### src/rtl/fft_pkg.sv
`default_nettype none
// ============================================================================
// Package     : fft_pkg
// Description : Shared sizing constants, sequencer state encoding, butterfly
//               op record and bit-reversal helper for the FFT sequencer.
// Revision    : 1.0 - initial release
// ============================================================================
package fft_pkg;

  localparam int N_POINTS = 8;
  localparam int LOG2N    = 3;
  localparam int TW_W     = LOG2N - 1;
  localparam int STAGE_W  = (LOG2N > 1) ? $clog2(LOG2N) : 1;

  typedef enum logic [2:0] {
    IDLE    = 3'd0,
    LOAD    = 3'd1,
    COMPUTE = 3'd2,
    WAIT    = 3'd3,
    DRAIN   = 3'd4
  } seq_state_t;

  typedef struct packed {
    logic [LOG2N-1:0] a;
    logic [LOG2N-1:0] b;
    logic [TW_W-1:0]  tw;
  } bf_op_t;

  function automatic logic [LOG2N-1:0] bitrev(input logic [LOG2N-1:0] x);
    logic [LOG2N-1:0] r;
    for (int i = 0; i < LOG2N; i++) r[i] = x[LOG2N-1-i];
    return r;
  endfunction

endpackage
`default_nettype wire

### src/rtl/fft_bf_addr_gen.sv
`default_nettype none
// ============================================================================
// Module      : fft_bf_addr_gen
// Description : Combinational radix-2 DIF butterfly addressing:
//               (stage, op index) -> {a, b, twiddle index}.
// Revision    : 1.0 - initial release
// ============================================================================
module fft_bf_addr_gen
  import fft_pkg::*;
(
  input  logic [STAGE_W-1:0] stage_i,
  input  logic [TW_W-1:0]    op_idx_i,
  output bf_op_t             op_o
);

  logic [LOG2N-1:0] w_span;
  logic [LOG2N-1:0] w_mask;
  logic [LOG2N-1:0] w_k;
  logic [LOG2N-1:0] w_pos;
  logic [LOG2N-1:0] w_a;

  // Spans are powers of two, so k%span and k/span reduce to masking.
  always_comb begin
    w_span  = LOG2N'(N_POINTS >> (int'(stage_i) + 1));
    w_mask  = w_span - 1'b1;
    w_k     = {1'b0, op_idx_i};
    w_pos   = w_k & w_mask;
    w_a     = ((w_k & ~w_mask) << 1) | w_pos;
    op_o.a  = w_a;
    op_o.b  = w_a | w_span;
    op_o.tw = TW_W'(w_pos << stage_i);
  end

endmodule
`default_nettype wire

### src/rtl/fft_stage_sequencer.sv
`default_nettype none
// ============================================================================
// Module      : fft_stage_sequencer
// Description : Load / compute / drain control for an in-place radix-2 DIF
//               FFT on one shared pipelined butterfly. Optional statistics
//               counters are built when FFT_SEQ_STATS_EN is defined.
// Revision    : 1.0 - initial release
// ============================================================================
module fft_stage_sequencer
  import fft_pkg::*;
#(
  parameter int DATA_WIDTH = 50,
  parameter int BF_LATENCY = 4
) (
  input  logic                  clk_i,
  input  logic                  rst_i,
  input  logic                  in_valid_i,
  input  logic [DATA_WIDTH-1:0] in_data_i,
  output logic                  in_ready_o,
  output logic                  buf_we_o,
  output logic [LOG2N-1:0]      buf_waddr_o,
  output logic [DATA_WIDTH-1:0] buf_wdata_o,
  output logic                  bf_valid_o,
  output logic [LOG2N-1:0]      bf_a_idx_o,
  output logic [LOG2N-1:0]      bf_b_idx_o,
  output logic [TW_W-1:0]       bf_tw_idx_o,
  output logic                  wb_we_o,
  output logic [LOG2N-1:0]      wb_a_idx_o,
  output logic [LOG2N-1:0]      wb_b_idx_o,
  output logic                  out_valid_o,
  output logic [LOG2N-1:0]      out_raddr_o,
  output logic                  out_last_o,
  input  logic                  out_ready_i,
  output logic                  busy_o
`ifdef FFT_SEQ_STATS_EN
  ,
  output logic [15:0]           frame_cnt_o,
  output logic [15:0]           stall_cnt_o
`endif
);

  localparam int WAIT_W = (BF_LATENCY > 1) ? $clog2(BF_LATENCY) : 1;
  localparam int WB_W   = 2 * LOG2N + 1;

  localparam logic [LOG2N-1:0]   c_cnt_last   = LOG2N'(N_POINTS - 1);
  localparam logic [TW_W-1:0]    c_op_last    = TW_W'(N_POINTS / 2 - 1);
  localparam logic [WAIT_W-1:0]  c_wait_last  = WAIT_W'(BF_LATENCY - 1);
  localparam logic [STAGE_W-1:0] c_stage_last = STAGE_W'(LOG2N - 1);

  seq_state_t         r_state;
  seq_state_t         w_state_nxt;
  logic [LOG2N-1:0]   r_load_cnt;
  logic [TW_W-1:0]    r_op_cnt;
  logic [STAGE_W-1:0] r_stage;
  logic [WAIT_W-1:0]  r_wait_cnt;
  logic [LOG2N-1:0]   r_drain_cnt;

  logic                  r_buf_we;
  logic [LOG2N-1:0]      r_buf_waddr;
  logic [DATA_WIDTH-1:0] r_buf_wdata;
  logic [WB_W-1:0]       r_wb [BF_LATENCY];

  logic   w_accept;
  logic   w_drain_hs;
  logic   w_drain_done;
  bf_op_t w_op;

  fft_bf_addr_gen u_addr_gen (
    .stage_i  (r_stage),
    .op_idx_i (r_op_cnt),
    .op_o     (w_op)
  );

  always_comb begin
    w_state_nxt  = r_state;
    in_ready_o   = (r_state == IDLE) || (r_state == LOAD);
    bf_valid_o   = (r_state == COMPUTE);
    out_valid_o  = (r_state == DRAIN);
    busy_o       = (r_state != IDLE);
    w_accept     = in_valid_i && in_ready_o;
    out_last_o   = out_valid_o && (r_drain_cnt == c_cnt_last);
    w_drain_hs   = out_valid_o && out_ready_i;
    w_drain_done = w_drain_hs && out_last_o;
    bf_a_idx_o   = bf_valid_o ? w_op.a  : '0;
    bf_b_idx_o   = bf_valid_o ? w_op.b  : '0;
    bf_tw_idx_o  = bf_valid_o ? w_op.tw : '0;
    out_raddr_o  = bitrev(r_drain_cnt);

    unique case (r_state)
      IDLE:    if (w_accept) w_state_nxt = LOAD;
      LOAD:    if (w_accept && (r_load_cnt == c_cnt_last)) w_state_nxt = COMPUTE;
      COMPUTE: if (r_op_cnt == c_op_last) w_state_nxt = WAIT;
      // The last write-back of a stage must land before the next stage reads.
      WAIT:    if (r_wait_cnt == c_wait_last)
                 w_state_nxt = (r_stage == c_stage_last) ? DRAIN : COMPUTE;
      DRAIN:   if (w_drain_done) w_state_nxt = IDLE;
      default: w_state_nxt = IDLE;
    endcase
  end

  // Counters are powers of two and wrap back to zero on their last step.
  always_ff @(posedge clk_i or posedge rst_i) begin
    if (rst_i) begin
      r_state     <= IDLE;
      r_load_cnt  <= '0;
      r_op_cnt    <= '0;
      r_stage     <= '0;
      r_wait_cnt  <= '0;
      r_drain_cnt <= '0;
      r_buf_we    <= 1'b0;
      r_buf_waddr <= '0;
      r_buf_wdata <= '0;
    end else begin
      r_state  <= w_state_nxt;
      r_buf_we <= w_accept;
      if (w_accept) begin
        r_buf_waddr <= r_load_cnt;
        r_buf_wdata <= in_data_i;
        r_load_cnt  <= r_load_cnt + 1'b1;
      end
      if (bf_valid_o) r_op_cnt <= r_op_cnt + 1'b1;
      if (r_state == WAIT) begin
        if (r_wait_cnt == c_wait_last) begin
          r_wait_cnt <= '0;
          r_stage    <= (r_stage == c_stage_last) ? '0 : r_stage + 1'b1;
        end else begin
          r_wait_cnt <= r_wait_cnt + 1'b1;
        end
      end
      if (w_drain_hs) r_drain_cnt <= r_drain_cnt + 1'b1;
    end
  end

  always_ff @(posedge clk_i or posedge rst_i) begin
    if (rst_i) begin
      for (int i = 0; i < BF_LATENCY; i++) r_wb[i] <= '0;
    end else begin
      r_wb[0] <= {bf_valid_o, bf_a_idx_o, bf_b_idx_o};
      for (int i = 1; i < BF_LATENCY; i++) r_wb[i] <= r_wb[i-1];
    end
  end

  assign buf_we_o    = r_buf_we;
  assign buf_waddr_o = r_buf_waddr;
  assign buf_wdata_o = r_buf_wdata;
  assign {wb_we_o, wb_a_idx_o, wb_b_idx_o} = r_wb[BF_LATENCY-1];

`ifdef FFT_SEQ_STATS_EN
  logic [15:0] r_frame_cnt;
  logic [15:0] r_stall_cnt;

  always_ff @(posedge clk_i or posedge rst_i) begin
    if (rst_i) begin
      r_frame_cnt <= '0;
      r_stall_cnt <= '0;
    end else begin
      if (w_drain_done) r_frame_cnt <= r_frame_cnt + 16'd1;
      if (out_valid_o && !out_ready_i && (r_stall_cnt != 16'hFFFF))
        r_stall_cnt <= r_stall_cnt + 16'd1;
    end
  end

  assign frame_cnt_o = r_frame_cnt;
  assign stall_cnt_o = r_stall_cnt;
`else
  // Statistics counters are not built in this configuration.
`endif

endmodule
`default_nettype wire

### config.mk
export PLATFORM = sky130hd
export DESIGN_NAME = fft_stage_sequencer
export DESIGN_NICKNAME = d
export VERILOG_FILES = /design/src/rtl/fft_pkg.sv /design/src/rtl/fft_bf_addr_gen.sv /design/src/rtl/fft_stage_sequencer.sv
export SDC_FILE = /design/constraint.sdc
export NUM_CORES = 1
export LEC_CHECK = 0
export CAP_MARGIN = 20
export CORE_MARGIN = 2
export CORE_UTILIZATION = 35
export CTS_BUF_LIST = sky130_fd_sc_hd__clkbuf_16
export CTS_CLUSTER_DIAMETER = 60
export CTS_CLUSTER_SIZE = 30
export DETAILED_ROUTE_END_ITERATION = 10
export GPL_TIMING_DRIVEN = 1
export PLACE_DENSITY_LB_ADDON = 0.2
export SLEW_MARGIN = 20
export SYNTH_ARGS = -nofsm -noshare
export SYNTH_HDL_FRONTEND = slang
export SYNTH_SLANG_ARGS = --single-unit
### constraint.sdc
create_clock -name clk_i -period 6.1 [get_ports clk_i]
set_clock_uncertainty 0.05 [all_clocks]
set_input_delay 0.61 -clock clk_i [delete_from_list [all_inputs] [get_ports clk_i]]
set_output_delay 0.61 -clock clk_i [all_outputs]
set_load 0.02 [all_outputs]
; ---- Word-level counts from Yosys, hierarchy flattened
; Cells that the tools add are included.
[totals]
reg_bits = 97
latchBits = 0
ramBits = 0
romBits = 0
in_bits = 54
out_inout_bits = 77
memories = 0
[classes]
n_addsub = 7
n_mul = 0
div = 0
magnitude_cmp = 0
n_eq_ne = 14
n_shift = 2
muxes = 12
n_bitwise = 5
n_reduce_logical = 10
[op_table]
columns = op, n
row1 = $shr A4 B32 Y3 const A, 1
row2 = $mux W3, 8
row3 = $pmux W3 S5, 1
row4 = $eq A3 B3 Y1 const B, 3
row5 = $add A2 B1 Y2 const B, 3
row6 = $add A3 B1 Y3 const B, 2
row7 = $eq A2 B2 Y1 const B, 3
row8 = $eq A3 B2 Y1 const B, 2
row9 = $mux W2, 3
row10 = $ne A2 B1 Y1 const B, 3
row11 = $or A3 B3 Y3, 2
row12 = $logic_and A1 B1 Y1, 5
row13 = $reduce_and A5 Y1, 1
row14 = $ne A2 B2 Y1 const B, 2
row15 = $add A2 B1 Y3 const B, 1
row16 = $and A2 B3 Y3, 1
row17 = $eq A3 B1 Y1 const B, 1
row18 = $logic_not A3 Y1, 1
row19 = $reduce_bool A3 Y1, 1
row20 = $shl A3 B2 Y2, 1
row21 = $sub A3 B1 Y3 const B, 1
row22 = $and A2 B2 Y2, 1
row23 = $not A2 Y2, 1
row24 = $reduce_and A2 Y1, 1
row25 = $logic_or A1 B1 Y1, 1

; ---- Depth between registers and ports, before layout
; Gate-level depths: netlist (run 1).
[depth]
word_depth = 8
depth_mapped = 7

; ---- By module
; A second synthesis (run 1) with hierarchy kept.
[unflattened]
hier_cells = 235
hier_area_um2 = 3702.3
[by_module_without_submodules]
columns = module, instances, cells_per_inst, area_each_um2
row1 = fft_stage_sequencer, 1, 218, 3575.9
row2 = fft_bf_addr_gen, 1, 17, 126.4

; ---- Worst setup path before layout (run 1)
; Ideal clock, no wire load.
[synth_path]
path_type = register to output
from = register r_state[0]
to = output port bf_tw_idx_o[0]
t_arrival_ns = 1.506
setup_slack_ns = 3.934
path_stages_with_launch = 7
path_buffers = 2
path_cell_list = dfrtp_1 > buf_2 > or3_4 > buf_6 > clkinv_4 > and2_4 > and3_1
[synth_via]
elab_chain_len = 2
[synth_lines]
columns = item, line_no
row1 = start: declaration, fft_stage_sequencer.sv:50  ; seq_state_t r_state;
row2 = start signal: assignment, fft_stage_sequencer.sv:114  ; r_state <= w_state_nxt;
row3 = $eq A3 B2 Y1, fft_stage_sequencer.sv:77  ; bf_valid_o = (r_state == COMPUTE);
row4 = named net bf_valid_o, fft_stage_sequencer.sv:23  ; output logic bf_valid_o,
row5 = $mux W2, fft_stage_sequencer.sv:86  ; bf_tw_idx_o = bf_valid_o ? w_op.tw : '0;
row6 = end: declaration, fft_stage_sequencer.sv:26  ; output logic [TW_W-1:0] bf_tw_idx_o,
; The timed path passes the listed nets, and every way through them passes these cells.

; ---- Final worst setup path (run 1)
[layout_path]
from = register r_state[1]
to = output port bf_tw_idx_o[0]
[layout_via]
elab_chain_len = 2
[layout_lines]
columns = item, line_no
row1 = $eq A3 B2 Y1, fft_stage_sequencer.sv:77
row2 = $mux W2, fft_stage_sequencer.sv:86
; Every way passes these cells.

==> results of run 1 <==
-- cells in the mapped netlist, types with 4 or more instances --
master,number,area share (%)
mux2_4,27,11
dfrtp_1,97,65
nand2_1,4,0.40
ha_1,9,3.0
nor2_1,5,0.50
mux2_2,33,9.9
buf_4,8,1.6
inv_1,5,0.50
-- registers in the layout, summed over array words and instances (netlist names) --
| name | flops |
|---|---|
| r_wait_cnt | 2 |
| r_stage | 2 |
| buf_wdata_o | 50 |
| wb_b_idx_o | 3 |
| wb_a_idx_o | 3 |
| r_state | 3 |
| r_op_cnt | 2 |
| wb_we_o | 1 |
| buf_we_o | 1 |
| buf_waddr_o | 3 |
| r_wb | 21 |
| r_drain_cnt | 3 |
| r_load_cnt | 3 |
-- logic make-up (layout without fill, tap and decap cells) --
family                   count (synthesis)  count (layout)  share of synthesized area [%]
XOR/XNOR                                 3               3                         0.6994
flip-flops                              97              97                          64.60
buffers and inverters                   22             153                          4.895
AND/OR/NAND/NOR                         25              25                          3.930
adder cells (fa/ha/maj)                  9               9                          2.997
AO/OA/AOI/OAI                           10              10                          1.665
multiplexers                            62              62                          21.21
-- metal layers --
| layer | vias to the layer above | part of all wire (%) | track usage [%] | wire length [um] |
|---|---|---|---|---|
| met1 | 1088 | 46 | 16.25 | 3224 |
| met4 | 0 | 1.2 | 3.388 | 81 |
| met5 | - | 0 | 0 | 0 |
| met2 | 83 | 46 | 18.73 | 3229 |
| li1 | 1017 | - | - | - |
| met3 | 7 | 7.1 | 4.661 | 498 |
-- stage by stage --
| stage | power [mW] | std cells |
|---|---|---|
| floorplan | 1.902 | 228 |
| global placement | 2.429 | 480 |
| detailed placement | 2.454 | 480 |
| CTS | 3.065 | 495 |
| global route | 3.192 | 495 |
| finish | 3.021 | 495 |
-- power breakdown --
group          leakage, nW  total, mW  internal, mW  switching (mW)
Combinational         1.05       1.34         0.739           0.606
Sequential            1.19       1.08         0.932           0.148
Clock                0.152      0.596         0.359           0.237
-- worst paths after layout --
| check | slack [ps] | end | cells after the start | from |
|---|---|---|---|---|
| worst min register to register | 290 | wb_b_idx_o[0]$_DFF_PP0_ | 0 | r_wb[7]$_DFF_PP0_ |
| worst max-delay path | 3180 | bf_tw_idx_o[0] | 6 | r_state[1]$_DFFE_PP0P_ |
| max in group asynchronous | 4290 | buf_waddr_o[1]$_DFFE_PP0P_ | 3 | rst_i |
| min in group asynchronous | 630 | buf_wdata_o[13]$_DFFE_PP0P_ | 2 | rst_i |
| worst min-delay path | 290 | wb_b_idx_o[0]$_DFF_PP0_ | 0 | r_wb[7]$_DFF_PP0_ |
| worst max register to register | 4020 | buf_wdata_o[19]$_DFFE_PP0P_ | 3 | r_state[1]$_DFFE_PP0P_ |
-- cell type report --
cell class | count | area, um2
Fill cell | 907 | 4969
Clock inverter | 6 | 90.09
Inverter | 7 | 33.78
Multi-Input combinational cell | 109 | 1146
Tap cell | 136 | 170.2
Timing Repair Buffer | 131 | 1309
Sequential cell | 97 | 2427
Clock buffer | 9 | 225.2
==> summary.md, run 1 <==
| Metric | Value |
|---|---|
| Leak Pwr | `2.391 nW` |
| CTS tree | `built` |
| Vias in the first global route | `2,302` |
| H-Tree Depth | `3` |
| Core box area | `10,370 um2` |
| Clock root cell | `clkbuf_16` |
| Primary FF master, synth | `dfrtp_1` |
| Max_cap viols | `0` |
| I/O pin count | `131` |
| Vias | `around 2,200` |
| Routed wire length | `roughly 7000 um` |
| Wire per inst | `14.21 um` |
| Cell Chain, Critical Path | `inv_2 -> or3_4 -> clkinv_4 -> and2_4 -> and3_1 -> clkdlybuf4s50_1` |
| Grt total ovfl | `0` |
| Final #Nets | `418` |
| Slew headroom | `38.07%` |
| CP endpoint kind | `output pin` |
| Worst path bufs/invs | `3` |
| Die height | `107.6 um` |
| Maximum vdd ir drop | `0.2956 mV` |
| Commonest non-fill, non-tap cell in the layout | `clkdlybuf4s50_1` |
| Port bufs | `130` |
| PnR worst setup slack | `3180 ps` |
| WHS | `just under 300 ps` |
| Setup tns final | `0 ps` |
| Final Slew Violations | `0` |
| N_diodes | `0` |
| Final Hold Fails | `0` |
| Total GRT Usage | `12.23%` |
| Ys async rst share | `100.0%` |
| Most frequent cells in the layout | `clkdlybuf4s50_1 (130), dfrtp_1 (97), mux2_2 (33)` |
| Crit path DAT | `about 2300 ps` |
| CP startpoint kind | `flop` |
| Die footprint | `between 10,000 and 15,000 um2` |
| Clock Sinks | `between 90 and 100` |
| Worst-Margin Slew | `928.9 ps` |
| Post-DP Area | `between 5000 and 6000 um2` |
| Starting Density | `36.23%` |
| Seq cells post-synth | `97` |
| DP HPWL | `between 4000 and 5000 um` |
| DRT antenna net count | `0` |
| Final Wtd Congestion | `0.7973` |
| Dpl ws | `3530 ps` |
| Max Clk Rate | `~340 MHz` |
| Clock transition at path regs | `70 ps` |
| CTS Buf Count | `9` |
| Pwr Density | `559.4 nW/um2` |
| Initial antenna violation count | `0` |
| Post-synthesis cell count | `228` |
| Final Cell Area | `5401 um2` |
| Finish-stage setup viols | `0` |
| Crit-path slowest cell | `clkdlybuf4s50_1` |
| Post-CTS Setup Bufs | `0` |
| Pre-antenna DRT Iters | `4` |
| Worst EP required | `5440 ps` |
| Minimum clock period | `2920 ps` |
| Max incr delay on CP | `600 ps` |
| Critical path type | `flop to output pin` |
| Row count | `37` |
| Clock tree buffer depth | `2` |
| Post_cts resized | `0` |
| RSZ-0062 raised after global routing | `no` |
| Clock latency on the worst-skew pair | `330 ps` |
| Ys Warns | `0` |
| Die Wd | `107.6 um` |
| CTS Hold Buffers Added | `0` |
| Status | `complete, no violations` |
| Post-synth EDFFs | `0` |
| Initial drt markers | `71` |
| Max FO, Critical Path | `8` |
| Synth Cell Area | `between 3000 and 4000 um2` |
| Syn Nets | `approximately 290` |
| Fin util | `52.09%` |
| Sequential share of the synthesized area | `between 60% and 70%` |
| Largest delay share family, worst path | `buffers and inverters` |
| Final period utilization | `between 40% and 50%` |
| Drt via density | `about 4.4` |
| First-pass GRT wire length | `11,070 um` |
| Drt drc | `0` |
| Share of layout cells above drive strength 1 | `23.12%` |
| Area Growth Syn to Fin | `43.76%` |
| Unique masters post-synth | `33` |
| Mean post-synth cell area | `around 16 um2` |
| Largest net degree at the start of global routing | `58` |
| Hold crit path type | `flop to flop` |
No activity file was read; power rests on OpenSTA's default activity.
==> run 2, diff against run 1 <==
==> constraint.sdc (replaced) <==
create_clock -name clk_i -period 2.4 [get_ports clk_i]
set_clock_uncertainty 0.05 [all_clocks]
set_input_delay 0.24 -clock clk_i [delete_from_list [all_inputs] [get_ports clk_i]]
set_output_delay 0.24 -clock clk_i [all_outputs]
set_load 0.02 [all_outputs]
==> summary.md, run 2 (synthesis gave the netlist of run 1 again) <==
| Metric | Value |
|---|---|
| Most frequent cells in the layout | `clkdlybuf4s50_1 (122), dfrtp_1 (96), mux2_2 (33)` |
| CTS Hold Buffers Added | `0 (unchanged)` |
| Finish-stage setup viols | `0 (unchanged)` |
| Vias in the first global route | `2,271 (-1.3%)` |
| Minimum clock period | `about 2200 ps` |
| Final Cell Area | `5461 um2 (+1.1%)` |
| Commonest non-fill, non-tap cell in the layout | `clkdlybuf4s50_1` |
| Setup tns final | `0 ps (unchanged)` |
| Drt drc | `0 (unchanged)` |
| Slew headroom | `65.56% (+27 points)` |
| Clock tree buffer depth | `2 (unchanged)` |
| Clock root cell | `clkbuf_16` |
| Final #Nets | `421 (+0.72%)` |
| Max reg flops | `50 (unchanged)` |
| Dpl ws | `195.1 ps (-3335 ps)` |
| H-Tree Depth | `3 (unchanged)` |
| Core box area | `10,370 um2 (unchanged)` |
| Routed wire length | `7181 um (+2.1%)` |
| Drt via density | `4.453 (+0.42%)` |
| Initial drt markers | `59 (-17%)` |
| DP HPWL | `4976 um (+3.7%)` |
| Post-CTS Setup Bufs | `0 (unchanged)` |
| Max_cap viols | `0 (unchanged)` |
| Die footprint | `11,580 um2 (unchanged)` |
| DRT met1 WL | `3212 um (-0.37%)` |
| Critical path type | `flop to output pin` |
| Grt total ovfl | `0 (unchanged)` |
| Port bufs | `130 (unchanged)` |
| Initial antenna violation count | `0 (unchanged)` |
| Crit path DAT | `1940 ps (-320 ps)` |
| Area Growth Syn to Fin | `45.35%` |
| CTS Buf Count | `9 (unchanged)` |
| Worst-Margin Slew | `516.6 ps (-412.3 ps)` |
| Pre-antenna DRT Iters | `4 (unchanged)` |
| Top sig layer | `met4` |
| PnR worst setup slack | `165.1 ps (-3015 ps)` |
| Met3 WL | `563 um (+13%)` |
| WL met2 | `3292 um (+2.0%)` |
| Max incr delay on CP | `470 ps (-130 ps)` |
| Fill cells | `899 (-0.88%)` |
| Final period utilization | `93.12%` |
| Max Clk Rate | `447.4 MHz` |
| Crit-path slowest cell | `dfrtp_1` |
| Share of layout cells above drive strength 1 | `24.24% (+1.1 points)` |
| Maximum vdd ir drop | `0.6276 mV (+110%)` |
| I/O pin count | `131 (unchanged)` |
| Row count | `37 (unchanged)` |
| Clock latency on the worst-skew pair | `330 ps (about the same)` |
| Worst EP required | `2110 ps (-3330 ps)` |
| Vias | `2,222 (+1.2%)` |
| Pwr Density | `1405 nW/um2 (+150%)` |
| Max FO, Critical Path | `9 (+1)` |
| N_diodes | `0 (unchanged)` |
| Cell Chain, Critical Path | `or3_4 -> clkinv_4 -> and2_4 -> and3_1 -> dlygate4sd2_1` |
| Die Wd | `107.6 um (unchanged)` |
| Clock Sinks | `97 (unchanged)` |
| Die height | `107.6 um (unchanged)` |
| CTS tree | `built` |
| CP startpoint kind | `flop` |
| Hold crit path type | `flop to flop` |
| Post-DP Area | `5135 um2 (+0.96%)` |
| Total GRT Usage | `12.89% (+0.66 points)` |
| First-pass GRT wire length | `11,540 um (+4.2%)` |
| Largest net degree at the start of global routing | `98 (+69%)` |
| DRT antenna net count | `0 (unchanged)` |
| Leak Pwr | `2.484 nW (+3.9%)` |
| Final Hold Fails | `0 (unchanged)` |
| Starting Density | `36.23% (unchanged)` |
| CP endpoint kind | `output pin` |
| Wire per inst | `14.39 um (+1.3%)` |
| Status | `complete, no violations` |
| Final Wtd Congestion | `0.7375 (-7.5%)` |
| Clock transition at path regs | `70 ps (about the same)` |
| RSZ-0062 raised after global routing | `no` |
| Final Slew Violations | `0 (unchanged)` |
run 2: changes by cell type in the layout (fill, tap and decap cells not counted), sizes merged:
cell	delta
buf	+3
inv	-1
clkinv	+1
dlymetal6s2s	+3
clkdlybuf4s50	-8
dlygate4sd2	+5
clkinvlp	+1
run 2: power breakdown:
part,leakage [nW],switching (mW),internal [mW]
Combinational,1.14,1.54,1.87
Sequential,1.19,0.380,2.37
Clock,0.157,0.597,0.913
Total,2.48,2.52,5.16
run 2: layout make-up:
| class | count | area, um2 | share of cell area [%] |
|---|---|---|---|
| Sequential cell | 97 | 2429 | 44.47 |
| Timing Repair Buffer | 134 | 1358 | 24.86 |
| Multi-Input combinational cell | 109 | 1151 | 21.08 |
| Clock buffer | 9 | 225.2 | 4.124 |
| Tap cell | 136 | 170.2 | 3.116 |
| Clock inverter | 7 | 93.84 | 1.718 |
| Inverter | 7 | 35.03 | 0.6415 |
run 2: per-stage QoR:
step,cells,util [%],hold slack [ps],total power [mW]
2_1_floorplan,228,-,281.2,4.835
3_3_place_gp,483,49.52,282.2,6.207
3_5_place_dp,483,49.52,284.7,6.271
4_1_cts,499,52.55,297.8,7.812
5_1_grt,499,52.67,301.9,8.162
6_report,499,52.67,293.4,7.674
run 2: final timing paths:
path                                        start                          end  slack (ps)  cells past startpoint
min                            r_wb[21]$_DFF_PP0_           r_wb[14]$_DFF_PP0_         290                      0
min in group asynchronous                   rst_i      wb_b_idx_o[1]$_DFF_PP0_         330                      3
max                        r_state[0]$_DFFE_PP0P_               bf_tw_idx_o[0]         170                      5
max reg2reg                r_state[1]$_DFFE_PP0P_  buf_wdata_o[17]$_DFFE_PP0P_         530                      4
min reg2reg                    r_wb[21]$_DFF_PP0_           r_wb[14]$_DFF_PP0_         290                      0
max in group asynchronous                   rst_i       r_state[1]$_DFFE_PP0P_        1530                      3
run 2: critical path, delay by kind of cell (launching register included):
| kind | cells | cell delay (ps) |
|---|---|---|
| and+or+nand+nor | 3 | 730 |
| DFF | 1 | 470 |
| buffers and inverters | 2 | 410 |
run 2: what timing repair did:
item	4_1_cts	5_1_grt
setup endpoints to repair	8	4
hold endpoints to repair	0	0
resized for setup	6	4
cloned	0	0
run 2: per-layer routing:
metal | GRT usage (%) | vias up
li1 | - | 1043
met1 | 17.17 | 1084
met2 | 19.63 | 83
met3 | 4.479 | 12
met4 | 4.396 | 0
met5 | 0 | -
